**src/rtl/adc_pkg.sv**
```systemverilog
// Shared constants and types for the ADC serial front end.
package adc_pkg;

  localparam int ADC_FRAME_BITS = 16;
  localparam int ADC_DATA_BITS  = 12;

  typedef enum logic [1:0] {
    IDLE,
    SHIFT,
    QUIET
  } adc_rx_state_t;

endpackage

```
**src/rtl/sclk_edge_detect.sv**
```systemverilog
// Registers the in-domain SCLK and flags its rising and falling edges.
module sclk_edge_detect (
  input  logic clk,
  input  logic rst_n,
  input  logic sclk,
  output logic sclk_rise,
  output logic sclk_fall
);

  logic sclk_d;

  // NOTE: sequential state uses non-blocking assignments so every flop samples pre-edge values.
  always_ff @(posedge clk or negedge rst_n) begin
    if (!rst_n) begin
      sclk_d <= 1'b0;
    end else begin
      sclk_d <= sclk;
    end
  end

  assign sclk_rise = sclk & ~sclk_d;
  assign sclk_fall = ~sclk & sclk_d;

endmodule

```
**src/rtl/adc_serial_rx.sv**
```systemverilog
// Frames ADC conversions with chip select, deserialises DOUT and offers
// each 12-bit sample on a valid/ready handshake.
module adc_serial_rx
  import adc_pkg::*;
#(
  parameter int FRAME_BITS  = ADC_FRAME_BITS,
  parameter int DATA_BITS   = ADC_DATA_BITS,
  parameter int QUIET_FALLS = 2
) (
  input  logic                 clk_clk,
  input  logic                 reset_n,
  input  logic                 SCLK,
  input  logic                 enable,
  input  logic                 ADC_DOUT,
  output logic                 ADC_CS_N,
  output logic [DATA_BITS-1:0] sample_data,
  output logic                 sample_valid,
  input  logic                 sample_ready,
  output logic                 frame_err,
  output logic                 overrun,
  output logic                 busy
);

  localparam int CNT_W  = $clog2(FRAME_BITS + 1);
  localparam int QCNT_W = (QUIET_FALLS > 1) ? $clog2(QUIET_FALLS) : 1;
  localparam logic [CNT_W-1:0]  LAST_BIT   = CNT_W'(FRAME_BITS - 1);
  localparam logic [QCNT_W-1:0] QUIET_LOAD = QCNT_W'(QUIET_FALLS - 1);

  logic sclk_rise, sclk_fall;

  sclk_edge_detect u_edge (
    .clk       (clk_clk),
    .rst_n     (reset_n),
    .sclk      (SCLK),
    .sclk_rise (sclk_rise),
    .sclk_fall (sclk_fall)
  );

  // DOUT is launched by the ADC's own clock tree, so it is treated as asynchronous.
  logic dout_meta, dout_s;

  always_ff @(posedge clk_clk or negedge reset_n) begin
    if (!reset_n) begin
      dout_meta <= 1'b0;
      dout_s    <= 1'b0;
    end else begin
      dout_meta <= ADC_DOUT;
      dout_s    <= dout_meta;
    end
  end

  adc_rx_state_t         state;
  logic [CNT_W-1:0]      bit_cnt;
  logic [QCNT_W-1:0]     qcnt;
  logic [FRAME_BITS-2:0] shreg;
  logic [FRAME_BITS-1:0] shreg_next;
  logic                  accept;

  assign shreg_next = {shreg, dout_s};
  assign accept     = sample_valid & sample_ready;

  always_ff @(posedge clk_clk or negedge reset_n) begin
    if (!reset_n) begin
      state        <= IDLE;
      ADC_CS_N     <= 1'b1;
      bit_cnt      <= '0;
      qcnt         <= '0;
      shreg        <= '0;
      sample_data  <= '0;
      sample_valid <= 1'b0;
      frame_err    <= 1'b0;
      overrun      <= 1'b0;
      busy         <= 1'b0;
    end else begin
      // NOTE: within one always_ff the last non-blocking write wins, so a frame
      // completing below overrides this handshake clear in the same cycle.
      if (accept) sample_valid <= 1'b0;

      unique case (state)
        IDLE: begin
          if (enable && sclk_fall) begin
            ADC_CS_N <= 1'b0;
            bit_cnt  <= '0;
            busy     <= 1'b1;
            state    <= SHIFT;
          end
        end

        SHIFT: begin
          if (sclk_rise) begin
            shreg   <= shreg_next[FRAME_BITS-2:0];
            bit_cnt <= bit_cnt + 1'b1;
            if (bit_cnt == LAST_BIT) begin
              sample_data  <= shreg_next[DATA_BITS-1:0];
              frame_err    <= |shreg_next[FRAME_BITS-1:DATA_BITS];
              sample_valid <= 1'b1;
              if (sample_valid && !sample_ready) overrun <= 1'b1;
              state <= QUIET;
            end
          end
        end

        QUIET: begin
          // The fall that restarts the next frame counts as the last quiet fall.
          if (!ADC_CS_N) begin
            if (sclk_fall) begin
              ADC_CS_N <= 1'b1;
              qcnt     <= QUIET_LOAD;
            end
          end else if (qcnt == '0) begin
            busy  <= 1'b0;
            state <= IDLE;
          end else if (sclk_fall) begin
            qcnt <= qcnt - 1'b1;
          end
        end

        default: begin
          state <= IDLE;
        end
      endcase
    end
  end

endmodule

```
**config.mk**
```make
export PLATFORM = sky130hd
export DESIGN_NAME = adc_serial_rx
export DESIGN_NICKNAME = d
export VERILOG_FILES = /design/src/rtl/adc_pkg.sv /design/src/rtl/sclk_edge_detect.sv /design/src/rtl/adc_serial_rx.sv
export SDC_FILE = /design/constraint.sdc
export NUM_CORES = 1
export LEC_CHECK = 0
export ABC_AREA = 1
export CAP_MARGIN = 20
export CORE_MARGIN = 5
export CORE_UTILIZATION = 34
export CTS_CLUSTER_SIZE = 24
export DETAILED_ROUTE_END_ITERATION = 10
export GPL_TIMING_DRIVEN = 0
export PLACE_DENSITY = 0.51
export SYNTH_ARGS = -nofsm -noshare
export SYNTH_HDL_FRONTEND = slang
export SYNTH_SLANG_ARGS = --single-unit
```
**constraint.sdc**
```tcl
create_clock -name clk_clk -period 1.4 [get_ports clk_clk]
set_input_delay 0.28 -clock clk_clk [delete_from_list [all_inputs] [get_ports clk_clk]]
set_output_delay 0.28 -clock clk_clk [all_outputs]
set_load 0.01 [all_outputs]
```
=== After elaboration in Yosys (flattened, before gate mapping) ===
Cells that the tools add are included.

* Flip-flop bits (word level): 43
* Input port bits: 6
* Output and inout port bits: 17
* Logic and storage cells: 69

* Add/sub/neg operators: 2
* Equality and inequality tests: 8
* Muxes and demuxes: 25
* Bitwise gates (word level): 5
* Reduce and logical (&&, ||, !) cells: 16

{| class="wikitable"
|+ Operators by type and width
! kind !! number
|-
| 1-bit two-way mux || 14
|-
| 2-bit two-way mux || 5
|-
| 5-bit two-way mux || 2
|-
| 2-bit inequality test (second input constant) || 5
|-
| 5-bit one-hot mux with 2 select lines || 1
|-
| 4-bit AND reduction || 2
|-
| 2-bit one-hot mux with 3 select lines || 1
|-
| 2-bit AND reduction || 3
|-
| 3-bit AND reduction || 2
|-
| 2-bit nonzero test || 3
|-
| 5-bit by 1-bit adder with 5-bit output (second input constant) || 1
|-
| 5-bit by 4-bit equality test with 1-bit output (second input constant) || 1
|-
| 5-bit AND reduction || 1
|-
| 1-bit one-hot mux with 2 select lines || 2
|-
| 4-bit OR reduction || 1
|-
| 1-bit AND || 3
|-
| 2-bit by 1-bit equality test with 1-bit output (second input constant) || 1
|-
| 2-bit equality test (second input constant) || 1
|-
| 1-bit logical AND || 2
|-
| 2-bit logical NOT || 1
|-
| 1-bit inverter || 2
|-
| 1-bit logical NOT || 1
|-
| 1-bit subtractor (second input constant) || 1
|}

=== Logic depth before layout (Yosys ltp) ===
Gate-level depths: netlist of the first run.

* Depth after elaboration: 5
* Depth in mapped cells: 9
* Depth with buffers taken out: 8

=== Hierarchy ===
A second synthesis of the first run with hierarchy kept.

* Cells, all modules: 182
* Area total of the unflattened synthesis: 1,747.9 um^2

{| class="wikitable"
|+ By module, submodules not included
! module !! times used !! cells each !! area each (um^2) !! sequential area each (um^2)
|-
| adc_serial_rx || 1 || 177 || 1,707.9 || 1,052.3
|-
| sclk_edge_detect || 1 || 5 || 40.0 || 25.0
|}

=== Worst setup path after synthesis of the first run ===
OpenSTA, ideal clock, no wires.

* Path type: reg2reg
* Start point: register bit_cnt[0]
* End point: register sample_data[10]
* Library setup time: 0.116 ns
* Data arrival time: 1.359 ns
* Required time: 1.284 ns
* Setup slack: -0.075 ns
* Stages on the path, launching flop included: 10
* Buffers on the path: 1
* Clock period less this slack: 1.475 ns
* Cell sequence: dfrtp_1 -> ha_1 -> nand2_1 -> nor2_1 -> ha_1 -> inv_1 -> nor2_8 -> buf_12 -> nand2_2 -> nand2_1

* Longest elaborated chain between the ends: 2

{| class="wikitable"
|+ Ends and longest elaborated chain
! item !! line !! RTL
|-
| start: declaration || adc_serial_rx.sv:53 || <nowiki>logic [CNT_W-1:0] bit_cnt;</nowiki>
|-
| start signal: assignment || adc_serial_rx.sv:92 || <nowiki>bit_cnt <= bit_cnt + 1'b1;</nowiki>
|-
| 5-bit by 4-bit equality test with 1-bit output || adc_serial_rx.sv:93 || <nowiki>if (bit_cnt == LAST_BIT) begin</nowiki>
|-
| 3-bit AND reduction (no line) || -- ||
|-
| end signal: assignment || adc_serial_rx.sv:94 || <nowiki>sample_data <= shreg_next[DATA_BITS-1:0];</nowiki>
|-
| end: declaration || adc_serial_rx.sv:16 || <nowiki>output logic [DATA_BITS-1:0] sample_data,</nowiki>
|}

No other way between the ends.
A chain may end at the register's enable or synchronous reset.

=== Final worst setup path of the first run ===
* Start point: register bit_cnt[1]
* End point: register sample_data[11]

Same word-level chain as after synthesis.

==> results.cfg, run 1 <==
[status]
status = complete, but fails checks
violations = setup timing

[critical_path]
reg2reg_from = bit_cnt[1]
startpoint_type = register
cp.arrival_ns = 1.61
reg2reg_slack_ns = -0.02
reg2reg_depth = 10
crit_fanout = 5
path_class = register to register
r2r_end = sample_data[11]
required_ns = 1.59
endpoint_kind = register

[detailed_routing]
firstDrtPassIters = 4
initialDrtViolationCount = 45
drc = 0
drtAntennaViolNets = 0
via_per_inst = 4.20
wl_per_cell_um = 11.2
route.vias.total = 1310
drt-total-wl_um = 3500

[place]
place_area_mm2 = 0.00220
portBuffers = 22
dp_hpwl_um = 2320
dp_slack_ns = -0.215
place_congestion = 0.682

[synthesis]
ys.flop_type = dfrtp_1
syn_nets = 208
synth.most_common_cell = nand2_1
synth_compound_area_share_pct = 2.61
synthXorXnorAreaFrac_pct = 0
synth_top_area_share_pct = 56.2
syn_area_mm2 = 0.00187
syn_inst = 200
synth-adder-area-share_pct = 1.34
synthTopCellsByCount = 79 x nand2_1, 42 x dfrtp_1, 19 x nand2_2
synthArstFlopShare_pct = 100
ys_warn_count = 0
synth_edf_count = 0
yosysUniqueCellTypes = 22
synth_largest_area_cell = dfrtp_1
seq_area_frac_synth_pct = 57.6
syn_avg_cell_area_um2 = 9.35
synth_simple_gate_area_share_pct = 32.0
synth_top_family_by_area = simple AND/OR/NAND/NOR gates
ys_ff_latch = 43
ys_top_cells_by_area = dfrtp_1 56%, nand2_1 16%, nand2_2 6.4%
synth_mux_area_share_pct = 0

[sta]
worstMarginPinSlew_ns = 0.443
slew_headroom_pct = 70.5
hold_viol_final = 0
worst_slack_ns = -0.0218
rsz0062_at_grt = yes
fin_skew_ns = 0.00779
setup_viol = 5
clock.fmax_mhz = 703
fin_crit_ns = 1.42
fin_crit_sh_pct = 102
final_max_slew_viol_count = 0

[finish]
utilization_pct = 45.2
n_fill_cell = 551
syn_to_final_growth_pct = 31.5
antenna_cells = 0
drive_above_1_share_pct = 25.8
finalInstanceArea_mm2 = 0.00246
final_nets = 247

[hold_path]
min_to = dout_s
hp-start = dout_meta
hold_class = register to register
worstHoldPathCells = 0

[clock_network]
cts_tree = yes
cts_sinks = 43
cts-root-buf = clkbuf_8
insertion_delay_ns = 0.29
cts-buffers-inserted = 5
h-tree-depth = 2
path_clk_slew_ns = 0.08
cts_buffer_depth = 2

[global_route]
grt.total_usage_pct = 11.0
grt_pass1_vias = 1284
grt_pass1_wl_um = 6150
overflow = 0
gr-usage-met1_pct = 15.4
grt_util_met3_pct = 3.43
antenna_found_initial = 0
grt.met2_usage_pct = 16.2
grt_max_degree = 27
grt_busiest_layer = met2

[die]
core_mm2 = 0.00544
initial_core_util_pct = 34.4
io-pin-count = 23
row_count = 27
die_area_mm2 = 0.00708
die_width_um = 84.1
die_y_um = 84.1

[run]
cap_violations = 0

[power_and_ir_drop]
leakage_nw = 1.32
ir_worst_vdd_mv = 0.592
powerDensity_mw_per_mm2 = 1330
registers in the layout, summed over array words and instances (netlist names):
name           cells
sample_data       12
shreg             15
u_edge.sclk_d      1
bit_cnt            5
qcnt               1
dout_s             1
busy               1
frame_err          1
sample_valid       1
overrun            1
dout_meta          1
ADC_CS_N           1
state              2
cell type report:
type / count / area (um2) / area share (%)
multi-input cells: 136 / 746 / 30.3
plain buffers: 5 / 66.3 / 2.70
flip-flops and latches: 43 / 1080 / 43.8
inverters: 16 / 65.1 / 2.65
clock inverters: 2 / 12.5 / 0.509
repair buffers: 32 / 329 / 13.4
clock buffers: 6 / 72.6 / 2.95
well taps: 72 / 90.1 / 3.66
routing by layer:
| layer | up-vias | wire (um) |
|---|---|---|
| li1 | 697 | - |
| met4 | 0 | 36 |
| met2 | 17 | 1590 |
| met1 | 592 | 1760 |
| met3 | 4 | 112 |
| met5 | - | 0 |
kinds of logic (layout without fill, tap and decap cells):
group | Yosys count | in the layout
adder cells (fa/ha/maj) | 2 | 2
AO/OA/AOI/OAI | 9 | 9
buffers and inverters | 21 | 61
AND/OR/NAND/NOR | 125 | 125
flip-flops | 43 | 43
how the worst max path moves through the flow:
stage	end	slack, ns	from	depth (start not counted)
after global placement	sample_valid	-1.17	reset_n	1
after global routing	sample_data[11]	-0.10	bit_cnt[1]	10
after detailed placement	sample_data[2]	-0.22	SCLK	7
final	sample_data[11]	-0.02	bit_cnt[1]	10
after floorplan	sample_data[10]	0.02	bit_cnt[0]	9
after CTS	overrun	-0.1	bit_cnt[0]	10
cell usage in the layout (no fill, tap or decap), drive strengths merged:
cell and count:
inv 16, dlygate4sd2 16, ha 2, nand2 101, o21ai 8, nand4 1
dfstp 1, nor2 12, dlygate4sd3 1, dfrtp 42, buf 15, or2 2
clkdlybuf4s50 4, clkinvlp 1, clkbuf 7, nand3 9, a21oi 1, clkinv 1
through the flow:
stage / instances / hold WS, ns / power [mW] / setup TNS [ns]
after floorplan: 200 / -0.0156 / 2.22 / 0
after detailed placement: 295 / 0.258 / 2.44 / -4.99
after global placement: 294 / 0.333 / 2.42 / -55.02
final: 312 / 0.353 / 3.26 / -0.0933
after global routing: 312 / 0.366 / 3.50 / -0.771
after CTS: 311 / 0.356 / 3.26 / -0.630
repair_timing:
item                                   in CTS  in global routing
setup endpoints to repair                  33                 18
pin swaps                                   5                  2
cloned                                      2                  0
endpoints found under the hold margin      16                  0
buffers inserted                            5                  2
hold buffers                                1                  0
resized for setup                          28                 13
power breakdown:
part | switching [mW] | total, mW | internal [mW] | leakage, nW
clock network | 0.411 | 0.760 | 0.349 | 0.0412
logic | 0.411 | 0.732 | 0.322 | 0.725
registers | 0.242 | 1.77 | 1.53 | 0.558
worst max-delay path, stage by stage, from the launching register on:
cell,delay (ns)
dfrtp_1,0.41
ha_4,0.18
nand2_4,0.06
nor2_4,0.04
ha_4,0.16
inv_4,0.07
nor2_8,0.04
buf_12,0.13
buf_12,0.13
nand2_2,0.05
nand2_2,0.04
Power figures use the tool's default switching activity.
==> run 2, diff against run 1 <==
- CTS_CLUSTER_SIZE: 24 -> 40
- GPL_TIMING_DRIVEN: 0 -> default
==> run 2 against run 1 <==
Effect of this change: global-route usage increased by 0.27 points; wire length decreased by 0.86%; largest cell class unchanged; sequential power about the same; critical path depth decreased by 1; die area unchanged; combinational power increased by 1%; worst hold slack improved by 0.0024 ns; critical path type unchanged; highest routed layer unchanged; the flow now finishes without violations.
==> results.cfg, run 2 (synthesis results as in run 1) <==
[power_and_ir_drop]
powerDensity_mw_per_mm2 = 1450
ir_worst_vdd_mv = 0.707
p_total_mw = 3.44
leakage_nw = 1.31

[die]
die_area_mm2 = 0.00708
die_y_um = 84.1
die_width_um = 84.1
core_mm2 = 0.00544
initial_core_util_pct = 34.4
row_count = 27
io-pin-count = 23

[clock_network]
cts-buffers-inserted = 5
insertion_delay_ns = 0.30
cts_tree = yes
h-tree-depth = 2
path_clk_slew_ns = 0.09
cts-root-buf = clkbuf_8
cts_buffer_depth = 2
cts_sinks = 43

[run]
cap_violations = 0

[sta]
setup_viol = 0
setup-tns-final_ns = 0
final_max_slew_viol_count = 0
fin_crit_ns = 1.33
fin_skew_ns = 0.0128
hold_viol_final = 0
slew_headroom_pct = 79.5
fin_crit_sh_pct = 94.9
rsz0062_at_grt = yes
clock.fmax_mhz = 753
worstMarginPinSlew_ns = 0.308

[finish]
largest_reg_flops = 15
regMostFlops = shreg
drive_above_1_share_pct = 24.4
layout_commonest_cell = nand2_1
most-common-layout-cells = 78 x nand2_1, 42 x dfrtp_1, 20 x nand2_2, 16 x dlygate4sd2_1, 13 x buf_4
n_fill_cell = 542
syn_to_final_growth_pct = 27.1
antenna_cells = 0
final_nets = 249
largest_registers = shreg: 15 flops, sample_data: 12 flops, bit_cnt: 5 flops

[detailed_routing]
firstDrtPassIters = 4
initialDrtViolationCount = 64
drt-total-wl_um = 3470
via_per_inst = 4.29
drc = 0
wl_per_cell_um = 11.1
drtAntennaViolNets = 0
route.vias.total = 1346

[place]
portBuffers = 22
place_congestion = 0.680
dp_hpwl_um = 2330

[critical_path]
required_ns = 1.60
path_class = register to register
reg2reg_depth = 9
reg2reg_slack_ns = 0.07
crit_fanout = 4
cp.arrival_ns = 1.53
startpoint_type = register
endpoint_kind = register
r2r_end = sample_data[5]
reg2reg_from = bit_cnt[0]

[hold_path]
worstHoldPathCells = 0
min_to = dout_s
hold_class = register to register
hp-start = dout_meta

[status]
status = finished clean

[global_route]
antenna_found_initial = 0
grt_max_degree = 34
grt.total_usage_pct = 11.3
grt_pass1_wl_um = 6400
grt_pass1_vias = 1405
overflow = 0
## run 2: layout make-up
class | count | area [um2] | share of cell area (%)
Sequential cell | 43 | 1080 | 45.3
Multi-Input combinational cell | 136 | 697 | 29.3
Timing Repair Buffer | 39 | 340 | 14.3
Tap cell | 72 | 90.1 | 3.79
Clock buffer | 7 | 76.3 | 3.21
Inverter | 16 | 65.1 | 2.74
Clock inverter | 1 | 30.0 | 1.26
## run 2: timing repair
action | in CTS | in global routing
buffers inserted | 4 | 0
hold buffers | 1 | 0
pin swaps | 3 | 1
hold endpoints to repair | 9 | 0
endpoints found under the setup margin | 31 | 15
gates resized for setup | 22 | 5
## run 2: critical path: stages (launching register included)
cell and delay, ns:
dfrtp_1 0.38, ha_2 0.19, nand2_2 0.09, nor2_4 0.04, ha_4 0.17, inv_4 0.07
nor2_8 0.04, buf_4 0.15, nand2_1 0.05, nand2_1 0.04
## run 2: worst max path at each step
stage / from / to / depth (start not counted)
after CTS: ADC_CS_N / ADC_CS_N / 1
after detailed placement: SCLK / frame_err / 7
after global routing: bit_cnt[1] / sample_data[6] / 9
after floorplan: bit_cnt[0] / sample_data[10] / 9
final: bit_cnt[0] / sample_data[5] / 9
after global placement: SCLK / sample_data[4] / 7
## run 2: per-layer routing
| layer | up-vias | routed length (um) | GRT usage [%] |
|---|---|---|---|
| li1 | 692 | - | - |
| met1 | 630 | 1730 | 14.9 |
| met2 | 18 | 1520 | 16.8 |
| met3 | 6 | 157 | 4.22 |
| met4 | 0 | 68 | 4.39 |
| met5 | - | 0 | 0 |
## run 2: power breakdown
part / internal (mW) / leakage, nW / switching (mW)
Combinational: 0.328 / 0.701 / 0.413
Sequential: 1.53 / 0.558 / 0.210
Clock: 0.534 / 0.0524 / 0.429
## run 2: stage by stage
stage                     instance area [um2]  util [%]  setup WS [ns]  cells  hold WS, ns
after global placement                   2220      40.9         -0.209    301        0.185
final                                    2380      43.7         0.0716    314        0.355
after floorplan                          1870         -         0.0214    200      -0.0156
after global routing                     2380      43.7       -0.00131    314        0.379
after detailed placement                 2220      40.9         -0.281    301        0.184
after CTS                                2360      43.4        0.00307    314        0.356
